--- src/rtl/xs3_pkg.sv ---
// rtl/xs3_pkg.sv - shared constants and state type for the Excess-3 decoder
package xs3_pkg;

  localparam logic [3:0] XS3_OFFSET  = 4'h3;
  localparam logic [3:0] XS3_MIN     = 4'h3;
  localparam logic [3:0] XS3_MAX     = 4'hC;
  localparam logic [3:0] BCD_INVALID = 4'hF;

  typedef enum logic [1:0] {
    IDLE,
    CONV,
    DONE
  } state_t;

endpackage

--- src/rtl/xs3_digit_dec.sv ---
// rtl/xs3_digit_dec.sv - combinational single-digit Excess-3 to BCD decoder
module xs3_digit_dec
  import xs3_pkg::*;
(
  input  logic [3:0] xs3,
  output logic [3:0] bcd,
  output logic       invalid
);

  // Codes outside 3..C have no BCD meaning and are forced to BCD_INVALID.
  always_comb begin
    invalid = (xs3 < XS3_MIN) || (xs3 > XS3_MAX);
    bcd     = invalid ? BCD_INVALID : (xs3 - XS3_OFFSET);
  end

endmodule

--- src/rtl/excess3_to_bcd_seq.sv ---
// rtl/excess3_to_bcd_seq.sv - digit-serial Excess-3 to packed-BCD decoder with valid/ready
module excess3_to_bcd_seq
  import xs3_pkg::*;
#(
  parameter int DIGITS = 4
) (
  input  logic                clk,
  input  logic                rst_n,
  input  logic                in_valid,
  output logic                in_ready,
  input  logic [4*DIGITS-1:0] in_xs3,
  output logic                out_valid,
  input  logic                out_ready,
  output logic [4*DIGITS-1:0] out_bcd,
  output logic [DIGITS-1:0]   out_err_mask,
  output logic                out_err
);

  localparam int W  = 4 * DIGITS;
  localparam int IW = (DIGITS > 1) ? $clog2(DIGITS) : 1;

  state_t          state_q, state_d;
  logic [IW-1:0]   idx_q, idx_d;
  logic [W-1:0]    shift_q, shift_d;
  logic [W-1:0]    bcd_q, bcd_d;
  logic [DIGITS-1:0] mask_q, mask_d;
  logic [3:0]      dig_bcd;
  logic            dig_inv;

  // The shift register always presents the next digit to decode at its LSBs.
  xs3_digit_dec u_dec (
    .xs3     (shift_q[3:0]),
    .bcd     (dig_bcd),
    .invalid (dig_inv)
  );

  always_comb begin
    state_d = state_q;
    idx_d   = idx_q;
    shift_d = shift_q;
    bcd_d   = bcd_q;
    mask_d  = mask_q;
    case (state_q)
      IDLE: begin
        if (in_valid) begin
          shift_d = in_xs3;
          bcd_d   = '0;
          mask_d  = '0;
          idx_d   = '0;
          state_d = CONV;
        end
      end
      CONV: begin
        for (int i = 0; i < DIGITS; i++) begin
          if (idx_q == IW'(i)) begin
            bcd_d[4*i +: 4] = dig_bcd;
            mask_d[i]       = dig_inv;
          end
        end
        shift_d = shift_q >> 4;
        if (idx_q == IW'(DIGITS - 1)) begin
          idx_d   = '0;
          state_d = DONE;
        end else begin
          idx_d = idx_q + 1'b1;
        end
      end
      DONE: begin
        if (out_ready) begin
          state_d = IDLE;
        end
      end
      default: state_d = IDLE;
    endcase
  end

  always_ff @(posedge clk or negedge rst_n) begin
    if (!rst_n) begin
      state_q <= IDLE;
      idx_q   <= '0;
      shift_q <= '0;
      bcd_q   <= '0;
      mask_q  <= '0;
    end else begin
      state_q <= state_d;
      idx_q   <= idx_d;
      shift_q <= shift_d;
      bcd_q   <= bcd_d;
      mask_q  <= mask_d;
    end
  end

  // Handshake flags decode straight from the state register so reset drops out_valid at once.
  assign in_ready     = (state_q == IDLE);
  assign out_valid    = (state_q == DONE);
  assign out_bcd      = bcd_q;
  assign out_err_mask = mask_q;
  assign out_err      = |mask_q;

endmodule

--- config.mk ---
export PLATFORM = sky130hd
export DESIGN_NAME = excess3_to_bcd_seq
export DESIGN_NICKNAME = d
export VERILOG_FILES = /design/src/rtl/xs3_pkg.sv /design/src/rtl/xs3_digit_dec.sv /design/src/rtl/excess3_to_bcd_seq.sv
export SDC_FILE = /design/constraint.sdc
export NUM_CORES = 1
export LEC_CHECK = 0
export CAP_MARGIN = 10
export CORE_UTILIZATION = 51
export CTS_CLUSTER_SIZE = 16
export DETAILED_ROUTE_END_ITERATION = 8
export PLACE_DENSITY_LB_ADDON = 0.05
export RECOVER_POWER = 100
export SYNTH_ARGS = -nofsm -noshare
export SYNTH_HDL_FRONTEND = slang
export SYNTH_HIERARCHICAL = 1
export SYNTH_SLANG_ARGS = --single-unit
--- constraint.sdc ---
create_clock -name clk -period 1.83 [get_ports clk]
set_input_delay 0.183 -clock clk [delete_from_list [all_inputs] [get_ports clk]]
set_output_delay 0.183 -clock clk [all_outputs]
set_load 0.01 [all_outputs]
==> reports/metrics.yaml <==
run_status:
  status: "complete, no violations"
critical_path:
  cp_num_buf_inv: 1
  cpPeakStageDelay_ns: 0.54
  arrival_ns: 1.59
  cp_cell_sequence: "and2b_1 > clkdlybuf4s50_1"
  end_kind: "output pin"
  crit_slowest_cell: "clkdlybuf4s50_1"
  crit_type: "reg2out"
  path_delay_family: "buffers and inverters"
  reg2reg_from: "state_q[0]"
  critPathLaunch: "state_q[0]"
  crit_required_ns: 1.65
  cp-start-kind: "flop"
  path_max_fanout: 8
route:
  vias: 1750
  wire_per_inst_um: 17.9
  drc: 0
  wirelength_um: 5180
  dr.pass1.iters: 7
  vias_per_cell: 6.06
  first_iter_violations: 133
  drtAntennaViolNets: 0
grt:
  grt_antenna_before_repair: 0
  grt_max_degree: 41
  grt_pass1_wl_um: 8300
  grt_pass1_vias: 1709
  gr-total-overflow: 0
  grt_usage_pct: 25.6
yosys:
  yosysSeqAreaShare_pct: 47.2
  syn-num-nets: 214
  syn-cell-area_mm2: 0.00212
  synth-seq-cells: 40
  synth_cells: 188
  yosys.cell_types.count: 36
  yosys_most_used_dff: "dfrtp_1"
  synth_area_leaders: "dfrtp_1 (47%), a221o_1 (9.4%), and3b_1 (8.3%), nor2b_1 (4.7%), a222oi_1 (3.8%)"
  async_reset_ff_share_pct: 100
  synth_area_leader_cell: "dfrtp_1"
  syn-mean-instance-area_um2: 11.3
  synth-edff-count: 0
  synth.top_cell.area_share_pct: 47.2
  yosys_warnings: 6
clock_network:
  cts_buffers: 5
  clkLatencyLatePin_ns: 0.30
  cts-root-buf: "clkbuf_8"
  clk_path_buf_depth: 2
  cts_setup_buffers: 0
  cts_tree: "yes"
  cts.htree.levels: 2
  clk_pin_slew_ns: 0.08
  clock_sinks: 40
timing:
  fmax_mhz: 564
  hold_viol_final: 0
  slew_headroom_pct: 33.7
  setup_viol: 0
  tightest_slew_ns: 0.994
  min_period_ns: 1.77
  rsz0062_at_grt: "false"
  fin_tns_setup_ns: 0
  fin_skew_ns: 0.00330
  fin_crit_sh_pct: 96.8
  slew_viol_final: 0
floorplanning:
  die_h_um: 66.5
  rows: 23
  die-area_mm2: 0.00442
  coreArea_mm2: 0.00400
  die_x_um: 66.5
  ios: 43
  start_util_pct: 53.0
final_layout:
  drive_gt1_share_pct: 10.9
  area_growth_pct: 30.4
  fillers: 286
  fin_nets: 264
  final_core_util_pct: 69.1
  n_antenna_cell: 0
placed_design:
  port_buffers: 42
  hpwl_um: 3690
  place.gp.congestion: 0.760
pwr:
  p_leak_nw: 1.35
  power.density_mw_per_mm2: 1770
  irDropWorstVdd_v: 0.000973
hold_path:
  min_path_type: "in2reg"
  min-delay-start: "out_ready"
flow_run:
  maxCapViolations: 0
## power breakdown
group / total [W] / switching [W] / internal [W]
Clock: 0.000733 / 0.000329 / 0.000404
Sequential: 0.00158 / 0.000320 / 0.00126
Combinational: 0.00258 / 0.00127 / 0.00131
Total: 0.00489 / 0.00192 / 0.00297
## registers in the layout, summed over array words and instances (netlist names)
register,count
idx_q,2
out_bcd,16
out_err_mask,4
shift_q,16
state_q,2
## worst reg2reg max path: cells and delay by family (launching register included)
family / cells / cell delay [ns]
DFF: 1 / 0.53
buffers and inverters: 1 / 0.19
AOI/OAI and AO/OA: 1 / 0.20
and+or+nand+nor: 1 / 0.64
## cell type report
class                      instances  area, µm²  area share (%)
timing repair buffer              55        524            19.0
multi-input combinational        118        997            36.1
inverter                          18       67.6            2.44
sequential                        40       1000            36.2
clock inverter                     3       42.5            1.54
clock buffer                       5       68.8            2.49
tap                               50       62.6            2.26
## what timing repair did
item                                    4_1_cts  5_1_grt
gates resized for setup                       1        0
hold buffers                                  1        0
endpoints found under the setup margin        1        0
endpoints found under the hold margin        40        0
## routing by layer
layer | wire, µm | part of all wire [%] | vias up | global-route usage (%)
li1 | - | - | 821 | -
met1 | 2400 | 46 | 869 | 35.4
met2 | 2490 | 48 | 54 | 39.5
met3 | 218 | 4.2 | 6 | 5.82
met4 | 72 | 1.4 | 0 | 8.78
met5 | 0 | 0 | - | 0
## stage by stage
stage / power [W] / std cells / hold WS [ns] / cell area (µm²) / setup slack [ns]
after CTS: 0.00502 / 289 / 0.475 / 2780 / 0.0514
after global routing: 0.00522 / 289 / 0.491 / 2760 / 0.00113
after detailed placement: 0.00430 / 280 / 0.271 / 2660 / 0.107
after floorplan: 0.00314 / 188 / -0.113 / 2120 / 0.388
after global placement: 0.00416 / 280 / 0.266 / 2660 / 0.202
final: 0.00489 / 289 / 0.487 / 2760 / 0.0582
## logic make-up (layout without fill, tap and decap cells)
group / count (synthesis) / count (layout) / synth area share [%]
buffers and inverters: 30 / 81 / 5.90
adder cells (fa/ha/maj): 6 / 6 / 3.54
AO/OA/AOI/OAI: 48 / 48 / 21.4
AND/OR/NAND/NOR: 64 / 64 / 22.0
flip-flops: 40 / 40 / 47.2
## cells in the mapped netlist, drive strengths merged (2+ instances only)
cell type	n
ha	6
nor2	2
and2	4
buf	8
and2b	2
o221a	3
nand3b	4
a21oi	2
nor2b	16
a221o	20
inv	18
nand2	4
o221ai	3
dfrtp	40
a22o	3
a222oi	8
nand2b	4
or4b	3
o311ai	2
clkbuf	4
and3b	20
## path summary, 6_finish.rpt
path                                to  slack (ns)  depth (start not counted)
setup / recovery             out_valid        0.06                          2
hold / removal              state_q[1]        0.49                          3
setup reg to reg           shift_q[11]        0.10                          3
hold reg to reg            shift_q[12]        0.49                          1
max in group asynchronous  shift_q[15]        0.57                          3
min in group asynchronous   shift_q[7]        0.65                          3
## cell usage in the layout, fill, tap and decap left out, types with 2 or more instances in the layout
master / n
o311ai_0: 2
a221o_1: 20
a22o_1: 3
nand2b_1: 4
clkbuf_8: 5
or4b_1: 3
nand2_1: 4
buf_4: 5
ha_1: 6
o221ai_1: 3
a222oi_1: 8
dfrtp_1: 40
inv_1: 18
nor2b_1: 16
buf_12: 2
and3b_1: 20
and2b_1: 2
clkbuf_1: 2
o221a_2: 3
clkdlybuf4s50_1: 19
nand3b_1: 4
and2_1: 4
clkbuf_2: 3
dlygate4sd3_1: 22
No activity file was read; power rests on OpenSTA's default activity.
